<file path="config.mk">
export PLATFORM = sky130hd
export DESIGN_NAME = trng_bit_packer
export DESIGN_NICKNAME = d
export VERILOG_FILES = /design/src/rtl/trng_pkg.sv /design/src/rtl/trng_sync_fifo.sv /design/src/rtl/trng_bit_packer.sv
export SDC_FILE = /design/constraint.sdc
export NUM_CORES = 1
export LEC_CHECK = 0
export BUFFER_PORTS_ARGS = -buffer_cell sky130_fd_sc_hd__buf_2
export CORE_MARGIN = 2
export CORE_UTILIZATION = 54
export DETAILED_ROUTE_END_ITERATION = 6
export PLACE_DENSITY = 0.8
export SLEW_MARGIN = 10
export SYNTH_ARGS = -nofsm -noshare
export SYNTH_HDL_FRONTEND = slang
export SYNTH_HIERARCHICAL = 1
export SYNTH_SLANG_ARGS = --single-unit
</file>
<file path="constraint.sdc">
create_clock -name i_clk -period 5.5 [get_ports i_clk]
set_clock_uncertainty 0.15 [all_clocks]
set_input_delay 1.65 -clock i_clk [delete_from_list [all_inputs] [get_ports i_clk]]
set_output_delay 1.65 -clock i_clk [all_outputs]
set_load 0.02 [all_outputs]
</file>
<file path="src/rtl/trng_pkg.sv">
// Shared definitions for the TRNG bit packer slice.
// Holds the byte width, default parameter values and the encoding of the
// drain state machine that feeds the serial transmitter.
package trng_pkg;

  localparam int BYTE_W        = 8;
  localparam int DEPTH_DEF     = 16;
  localparam int RCT_LIMIT_DEF = 32;
  localparam int CNT_W_DEF     = 16;

  typedef enum logic [1:0] {
    ST_IDLE  = 2'd0,
    ST_WRITE = 2'd1,
    ST_WAIT  = 2'd2
  } drain_state_e;

endpackage

</file>
<file path="src/rtl/trng_sync_fifo.sv">
// Byte-wide synchronous FIFO between the packer and the drain FSM.
// Ports:
//   i_clk, i_reset   clock, asynchronous active-high reset (empties FIFO)
//   push_i/push_data_i  write request and byte; accepted if not full, or if
//                       full and a pop happens in the same cycle
//   pop_i            read request; ignored when empty
//   head_o           byte at the read pointer
//   full_o/empty_o   occupancy flags
//   level_o          occupancy, 0..DEPTH
module trng_sync_fifo
  import trng_pkg::*;
#(
  parameter int DEPTH = DEPTH_DEF
) (
  input  logic                     i_clk,
  input  logic                     i_reset,
  input  logic                     push_i,
  input  logic [BYTE_W-1:0]        push_data_i,
  input  logic                     pop_i,
  output logic [BYTE_W-1:0]        head_o,
  output logic                     full_o,
  output logic                     empty_o,
  output logic [$clog2(DEPTH):0]   level_o
);

  localparam int AW = $clog2(DEPTH);
  localparam logic [AW:0] LVL_FULL = (AW+1)'(DEPTH);

  logic [BYTE_W-1:0] mem_q [DEPTH];
  logic [AW-1:0]     wptr_q, rptr_q;
  logic [AW:0]       level_q, level_d;
  logic              do_push, do_pop;

  assign full_o  = (level_q == LVL_FULL);
  assign empty_o = (level_q == '0);
  assign level_o = level_q;
  assign head_o  = mem_q[rptr_q];

  // A full FIFO still takes a byte when the same edge frees a slot.
  assign do_pop  = pop_i & ~empty_o;
  assign do_push = push_i & (~full_o | do_pop);

  always_comb begin
    level_d = level_q;
    case ({do_push, do_pop})
      2'b10:   level_d = level_q + 1'b1;
      2'b01:   level_d = level_q - 1'b1;
      default: level_d = level_q;
    endcase
  end

  // Storage carries no reset; only pointers and level define validity.
  always_ff @(posedge i_clk) begin
    if (do_push) mem_q[wptr_q] <= push_data_i;
  end

  always_ff @(posedge i_clk or posedge i_reset) begin
    if (i_reset) begin
      wptr_q  <= '0;
      rptr_q  <= '0;
      level_q <= '0;
    end else begin
      if (do_push) wptr_q <= wptr_q + 1'b1;
      if (do_pop)  rptr_q <= rptr_q + 1'b1;
      level_q <= level_d;
    end
  end

endmodule

</file>
<file path="src/rtl/trng_bit_packer.sv">
// Packs raw entropy bits LSB-first into bytes, runs a repetition-count
// health test, buffers bytes in a FIFO and drains them to the serial
// transmitter with a single-cycle write pulse.
// Ports:
//   i_clk, i_reset      clock, asynchronous active-high reset
//   i_bit, i_bit_valid  raw entropy bit and its qualifier
//   i_com_ready         downstream can accept a byte
//   o_dat, o_write      byte and one-cycle write strobe to downstream
//   o_level             FIFO occupancy
//   o_overflow_cnt      saturating count of bytes dropped on a full FIFO
//   o_health_fail       sticky repetition-count failure
module trng_bit_packer
  import trng_pkg::*;
#(
  parameter int DEPTH     = DEPTH_DEF,
  parameter int RCT_LIMIT = RCT_LIMIT_DEF,
  parameter int CNT_W     = CNT_W_DEF
) (
  input  logic                     i_clk,
  input  logic                     i_reset,
  input  logic                     i_bit,
  input  logic                     i_bit_valid,
  input  logic                     i_com_ready,
  output logic [BYTE_W-1:0]        o_dat,
  output logic                     o_write,
  output logic [$clog2(DEPTH):0]   o_level,
  output logic [CNT_W-1:0]         o_overflow_cnt,
  output logic                     o_health_fail
);

  localparam logic [7:0] RUN_MAX = 8'(RCT_LIMIT);

  logic [BYTE_W-1:0] sr_q, sr_d;
  logic [2:0]        idx_q, idx_d;
  logic [7:0]        run_q, run_d;
  logic              last_q, last_d;
  logic              seen_q, seen_d;
  logic              health_q, health_d;
  logic [CNT_W-1:0]  ovf_q;
  logic              byte_done, push_req;

  drain_state_e      state_q;
  logic [BYTE_W-1:0] dat_q;
  logic              write_q;

  logic [BYTE_W-1:0] fifo_head;
  logic              fifo_full, fifo_empty, pop;

  always_comb begin
    sr_d      = sr_q;
    idx_d     = idx_q;
    run_d     = run_q;
    last_d    = last_q;
    seen_d    = seen_q;
    health_d  = health_q;
    byte_done = 1'b0;
    if (i_bit_valid) begin
      sr_d[idx_q] = i_bit;
      idx_d       = idx_q + 3'd1;
      last_d      = i_bit;
      seen_d      = 1'b1;
      // The first bit after reset has no predecessor, so it starts a run.
      if (!seen_q || (i_bit != last_q)) run_d = 8'd1;
      else if (run_q != RUN_MAX)        run_d = run_q + 8'd1;
      if (run_d == RUN_MAX) health_d = 1'b1;
      byte_done = (idx_q == 3'd7);
    end
  end

  // Using health_d also drops the byte whose last bit trips the test.
  assign push_req = byte_done & ~health_d;
  assign pop      = (state_q == ST_IDLE) & ~fifo_empty & i_com_ready;

  always_ff @(posedge i_clk or posedge i_reset) begin
    if (i_reset) begin
      sr_q     <= '0;
      idx_q    <= '0;
      run_q    <= '0;
      last_q   <= 1'b0;
      seen_q   <= 1'b0;
      health_q <= 1'b0;
      ovf_q    <= '0;
    end else begin
      sr_q     <= sr_d;
      idx_q    <= idx_d;
      run_q    <= run_d;
      last_q   <= last_d;
      seen_q   <= seen_d;
      health_q <= health_d;
      if (push_req && fifo_full && !pop && !(&ovf_q)) ovf_q <= ovf_q + 1'b1;
    end
  end

  // WAIT always lasts one cycle: it covers a downstream ready that is
  // masked combinationally by the write and sets the 3-cycle spacing.
  always_ff @(posedge i_clk or posedge i_reset) begin
    if (i_reset) begin
      state_q <= ST_IDLE;
      dat_q   <= '0;
      write_q <= 1'b0;
    end else begin
      case (state_q)
        ST_IDLE: begin
          if (pop) begin
            dat_q   <= fifo_head;
            write_q <= 1'b1;
            state_q <= ST_WRITE;
          end
        end
        ST_WRITE: begin
          write_q <= 1'b0;
          state_q <= ST_WAIT;
        end
        default: begin
          write_q <= 1'b0;
          state_q <= ST_IDLE;
        end
      endcase
    end
  end

  trng_sync_fifo #(.DEPTH(DEPTH)) u_fifo (
    .i_clk       (i_clk),
    .i_reset     (i_reset),
    .push_i      (push_req),
    .push_data_i (sr_d),
    .pop_i       (pop),
    .head_o      (fifo_head),
    .full_o      (fifo_full),
    .empty_o     (fifo_empty),
    .level_o     (o_level)
  );

  assign o_dat          = dat_q;
  assign o_write        = write_q;
  assign o_overflow_cnt = ovf_q;
  assign o_health_fail  = health_q;

endmodule

</file>
Yosys cells after proc, flatten, opt, wreduce, memory -nomap -nowiden
Memory sizes are Yosys's and may differ from the RTL's. A register that Yosys moved wholly into a read port is not among the register bits.
Cells that the tools add are included.
{"block": "word_totals", "regBits": 54, "ram_bits": 128, "inputBits": 5, "n_memories": 1}
{"block": "classes", "n_addsub": 7, "n_lt_le_gt_ge": 2, "eq_ne": 9, "muxes": 17, "bitwise": 9, "n_reduce_logical": 13}
{"name": "u_fifo.mem_q", "depth": 16, "word_bits": 8, "read_ports": 1, "rd_ports_with_merged_regs": 1, "write_ports": 1, "line": "trng_sync_fifo.sv:29", "text": "logic [BYTE_W-1:0] mem_q [DEPTH];"}
{"operator": "$mux 8", "count": 4}
{"operator": "$add 16x1->16 const B", "count": 1}
{"operator": "$reduce_and 16->1", "count": 1}
{"operator": "$pmux 5 s2", "count": 1}
{"operator": "$add 4x1->4 const B", "count": 2}
{"operator": "$add 8x1->8 const B", "count": 1}
{"operator": "$bwmux 8", "count": 1}
{"operator": "$eq 8x6->1 const B", "count": 1}
{"operator": "$mux 1", "count": 8}
{"operator": "$ne 8x6->1 const B", "count": 1}
{"operator": "$add 5x1->5 const B", "count": 1}
{"operator": "$and 1x1->1", "count": 5}
{"operator": "$eq 5x5->1 const B", "count": 1}
{"operator": "$logic_not 5->1", "count": 1}
{"operator": "$sub 5x1->5 const B", "count": 1}
{"operator": "$eq 2x1->1 const B", "count": 2}
{"operator": "$logic_and 1x1->1", "count": 4}
{"operator": "$lt 3x4->1 const B", "count": 1}
{"operator": "$pmux 2 s2", "count": 1}
{"operator": "$add 3x1->3 const B", "count": 1}
{"operator": "$demux 1 s3", "count": 1}
{"operator": "$eq 3x3->1 const B", "count": 1}
{"operator": "$ge 3x1->1 const B", "count": 1}
{"operator": "$logic_not 1->1", "count": 3}
{"operator": "other kinds (10)", "count": 12}

Logic depth before layout (Yosys ltp)
{"block": "depth", "ltp_word": 12, "depth_mapped": 17, "mapped_depth_nobuf": 15}

Hierarchy
The synthesis kept the hierarchy.
{"mod": "trng_sync_fifo", "n_inst": 1, "cells_per_inst": 294, "area_each_um2": 5948.2}
{"mod": "trng_bit_packer", "n_inst": 1, "cells_per_inst": 208, "area_each_um2": 2363.5}

Worst setup path after synthesis
No wires, ideal clock.
{"block": "synth_timing", "path_type": "input -> register", "from": "in i_bit", "to": "reg u_fifo.level_q[4] (netlist: u_fifo/level_o[4])", "setup_time_ns": 0.136, "t_arrival_ns": 4.473, "setup_slack_ns": 0.740, "cell_stages": 15, "cell_sequence": "buf_6 > xnor2_1 > nand3_1 > nor2_2 > o31ai_1 > nor2_1 > clkbuf_1 > buf_1 > nor2_1 > fa_1 > a21o_1 > a21oi_1 > nand2_1 > o221ai_1 > o211ai_1"}
{"block": "synth_between", "elab_chain_len": 12}
{"item": "start: declaration", "line": "trng_bit_packer.sv:21", "text": "input logic i_bit,"}
{"item": "$ne 1x1->1 (*)", "line": "trng_bit_packer.sv:63", "text": "if (!seen_q || (i_bit != last_q)) run_d = 8'd1;"}
{"item": "$logic_or 1x1->1 (*)", "line": "trng_bit_packer.sv:63"}
{"item": "$mux 8 (*)", "line": "trng_bit_packer.sv:63"}
{"item": "$mux 8 (*)", "line": "trng_bit_packer.sv:57", "text": "if (i_bit_valid) begin"}
{"item": "$eq 8x6->1 (*)", "line": "trng_bit_packer.sv:65", "text": "if (run_d == RUN_MAX) health_d = 1'b1;"}
{"item": "$mux 1 (*)", "line": "trng_bit_packer.sv:65"}
{"item": "$mux 1 (*)", "line": "trng_bit_packer.sv:57"}
{"item": "via health_d", "line": "trng_bit_packer.sv:38", "text": "logic health_q, health_d;"}
{"item": "$not 1->1 (*)", "line": "trng_bit_packer.sv:71", "text": "assign push_req = byte_done & ~health_d;"}
{"item": "$and 1x1->1 (*)", "line": "trng_bit_packer.sv:71"}
{"item": "via push_req", "line": "trng_bit_packer.sv:40", "text": "logic byte_done, push_req;"}
{"item": "$and 1x1->1 (*)", "line": "trng_sync_fifo.sv:41", "text": "assign do_push = push_i & (~full_o | do_pop);"}
{"item": "$eq 2x1->1 / $eq 2x2->1 (equally long branches)", "line": "trng_sync_fifo.sv:45", "text": "case ({do_push, do_pop})"}
{"item": "$pmux 5 s2 / $reduce_bool 2->1 (equally long branches)"}
{"item": "end signal: assignment", "line": "trng_sync_fifo.sv:65", "text": "level_q <= level_d;"}
{"item": "end: declaration", "line": "trng_sync_fifo.sv:31", "text": "logic [AW:0] level_q, level_d;"}
Mark *: on every way through the listed nets, which the timed path passes. The rest lies on a longest branch. The select of a mux whose other input is x is not followed.
A chain may end at the register's enable or synchronous reset.

Final worst setup path
{"block": "layout_timing", "from": "in i_bit", "to": "mem u_fifo.mem_q[9][0] (enable)"}
{"block": "layout_between", "elab_chain_len": 12}
{"item": "$ne 1x1->1", "line": "trng_bit_packer.sv:63"}
{"item": "$logic_or 1x1->1", "line": "trng_bit_packer.sv:63"}
{"item": "$mux 8", "line": "trng_bit_packer.sv:63"}
{"item": "$mux 8", "line": "trng_bit_packer.sv:57"}
{"item": "$eq 8x6->1", "line": "trng_bit_packer.sv:65"}
{"item": "$mux 1", "line": "trng_bit_packer.sv:65"}
{"item": "$mux 1", "line": "trng_bit_packer.sv:57"}
{"item": "via health_d", "line": "trng_bit_packer.sv:38"}
{"item": "$not 1->1", "line": "trng_bit_packer.sv:71"}
{"item": "$and 1x1->1", "line": "trng_bit_packer.sv:71"}
{"item": "via push_req", "line": "trng_bit_packer.sv:40"}
{"item": "$and 1x1->1", "line": "trng_sync_fifo.sv:41"}
{"item": "$mux 1", "line": "trng_sync_fifo.sv:54", "text": "if (do_push) mem_q[wptr_q] <= push_data_i;"}
{"item": "$mux 1 (not written as such)", "line": "trng_sync_fifo.sv:54"}
{"item": "end: declaration", "line": "trng_sync_fifo.sv:29"}
The timed path passes the listed nets, and every way through them passes these cells. The select of a mux whose other input is x is not followed.

==> flow_summary.yaml <==
sta:
  min_period_ns: 4.43
  drv_slew: 0
  post-route-period-util_pct: 80.6
  fin_tns_setup_ns: 0
  fmax_ghz: 0.226
  slew-limit-headroom_pct: 29.6
  tightest_slew_ns: 1.05
  hold_violations: 0
  holdWs_ns: 0.332
  rsz0062_at_grt: "false"
  finalSetupViolCount: 0
clock_tree:
  ctsHoldBuffers: 0
  clockRootBuffer: "clkbuf_16"
  cts_buffers: 17
  clock-sinks: 189
  cts_setup_buffers: 0
  path_clk_slew_ns: 0.07
  clockBufferDepth: 2
  cts_resized: 0
  cts_tree: "yes"
  cts-htree-levels: 4
  clk_latency_ns: 0.43
cells_and_area:
  layout.nets: 557
  drive_gt1_share_pct: 22.0
  multiInputGateArea_um2: 2760
  fin_cells: 739
  regArea_um2: 5370
  diodes: 0
  finalInstanceArea_um2: 9210
  fillCellCount: 1072
  syn_to_final_growth_pct: 10.8
synthesis:
  synth_seq_area_share_pct: 64.6
  synth_edf_count: 128
  ys_types: 61
  syn_area_um2: 8310
  synth_top_cell_by_area: "edfxtp_1"
  synth_top_flop_cell: "edfxtp_1"
  yosysWarnings: 6
  synth_nets: 521
  synth_simple_gate_area_share_pct: 8.48
  synth_compound_area_share_pct: 4.09
  ys_top_cells_by_count: "edfxtp_1, dfrtp_1, mux4_1"
  avgSynthCellArea_um2: 16.6
  synthMuxAreaShare_pct: 15.3
  yosysMostFrequentCell: "edfxtp_1"
  synth_top_family_by_area: "multiplexers"
  synth.area.top_cells: "edfxtp_1, dfrtp_1, mux4_1"
  synthXorXnorAreaFrac_pct: 3.06
  synth.top_cell.area_share_pct: 46.2
  synth_adder_area_share_pct: 2.20
  syn_inst: 502
  async_flop_share_pct: 32.3
  yosys_register_bits: 189
floorplanning:
  chipHeight_um: 128
  core_um2: 15100
  io_pins: 36
  start_util_pct: 54.9
  chipWidth_um: 128
  std_cell_rows: 45
  dieArea_um2: 16400
hold_path:
  hold_class: "register to register"
global_routing:
  grt_pass1_wl_um: 25100
  overflow: 0
  antenna_found_initial: 0
  grt_pass1_vias: 4494
  grt_start_max_net_pins: 49
  grtUsageTotal_pct: 20.8
detailed_routing:
  ant_nets: 0
  first_iter_violations: 449
  wl_per_cell_um: 21.4
  dr.pass1.iters: 5
  viasPerCell: 6.18
  wl_um: 15800
  vias: 4564
  drc: 0
flow_run:
  max_cap_viol_count: 0
power_and_ir_drop:
  pwr-share-clk_pct: 27.2
  comb_power_share_pct: 28.2
  switchingPower_mw: 1.39
  ir_drop_mv: 0.282
  p_int_mw: 3.06
  power.density_nw_per_um2: 484
  seq_power_share_pct: 44.6
  swShare_pct: 31.3
  p_leak_nw: 3.50
place:
  post_dp_cell_area_um2: 8620
  place.port_buffers: 35
  place_inst: 707
  dpl.hpwl_um: 10100
  place_congestion: 0.854
critical_path:
  startpoint_type: "input port"
  path_cells: "buf_2 > xnor2_1 > nand3_1 > nor2_2 > o31ai_1 > nor2_1 > buf_4 > o21ai_0 > nor3b_1 > and2_1"
  cp.buffers_inverters: 2
  required_ns: 5.42
  cpPeakStageDelay_ns: 0.51
  cp-end-kind: "register"
  crit_arrival_ns: 4.36
  crit_path_top_delay_cell: "and2_1"
  cp_top_family: "simple AND/OR/NAND/NOR gates"
  crit_fanout: 18
  critical_path_class: "input port to register"
status:
  status: "completed"
metrics by stage:
step | power (mW) | utilization (%) | setup slack, ns
final | 4.45 | 60.8 | 1.07
after global routing | 4.67 | 60.8 | 0.736
after CTS | 4.48 | 60.8 | 1.09
after detailed placement | 3.27 | 56.9 | 0.662
after global placement | 3.22 | 56.9 | 0.738
after floorplan | 2.94 | - | 0.740
registers in the layout, indices dropped and copies added (netlist names):
register	cells
sr_q	8
o_dat	8
seen_q	1
u_fifo/wptr_q	4
o_overflow_cnt	16
u_fifo/rptr_q	4
idx_q	3
u_fifo/mem_q	128
state_q	2
last_q	1
o_health_fail	1
run_q	8
u_fifo/level_o	5
final cells by class:
class | count | area share [%]
Clock inverter | 15 | 1.75
Multi-Input combinational cell | 278 | 30.0
Sequential cell | 189 | 58.3
Tap cell | 188 | 2.55
Clock buffer | 17 | 4.62
Timing Repair Buffer | 40 | 2.31
Inverter | 12 | 0.489
power by group through the flow:
stage	logic (mW)	registers, mW	clock network (mW)
global placement	1.22	2.00	0
global route	1.37	2.01	1.29
CTS	1.27	1.99	1.23
floorplan	0.951	1.99	0
finish	1.26	1.99	1.21
detailed placement	1.25	2.01	0
layer usage:
metal,vias up,track usage (%),part of all wire (%)
met2,184,33.7,50
met5,-,0,0
met4,0,6.98,2.0
met1,2317,27.4,42
li1,2031,-,-
met3,32,5.72,6.2
path summary, 6_finish.rpt:
kind | startpoint | end | slack [ns] | cells past startpoint
hold / removal | state_q[1] | state_q[1] | 0.33 | 1
max in group asynchronous | i_reset | sr_q[0] | 3.20 | 2
setup reg to reg | run_q[0] | u_fifo/mem_q[9][0] | 1.53 | 12
min in group asynchronous | i_reset | u_fifo/level_o[3] | 1.10 | 2
setup / recovery | i_bit | u_fifo/mem_q[9][0] | 1.07 | 10
hold reg to reg | state_q[1] | state_q[1] | 0.33 | 1
logic make-up (layout without fill, tap and decap cells):
kind of cell,count (synthesis),count (layout)
XOR/XNOR,29,29
AND/OR/NAND/NOR,127,127
AO/OA/AOI/OAI,45,45
adder cells (fa/ha/maj),14,14
flip-flops,189,189
buffers and inverters,35,84
multiplexers,63,63
cells in the final DEF, fill, tap and decap left out, types with 3 or more instances in the layout:
master / count
nand4_1: 7
nand2_1: 29
a21o_1: 3
clkinv_4: 3
inv_6: 4
nand3_1: 14
xor2_1: 17
nor3b_1: 4
mux4_1: 30
nor2_2: 4
nor2_1: 22
dfrtp_1: 61
a21oi_1: 7
mux4_2: 10
xnor2_1: 12
buf_4: 5
and2_1: 17
clkbuf_16: 17
and4_1: 3
mux2_2: 22
o2bb2ai_1: 3
buf_2: 35
o21ai_0: 9
inv_1: 10
nor3_1: 8
ha_1: 13
o221ai_1: 3
and3_1: 3
edfxtp_1: 128
Note: power is estimated with default switching activity, not from simulation.
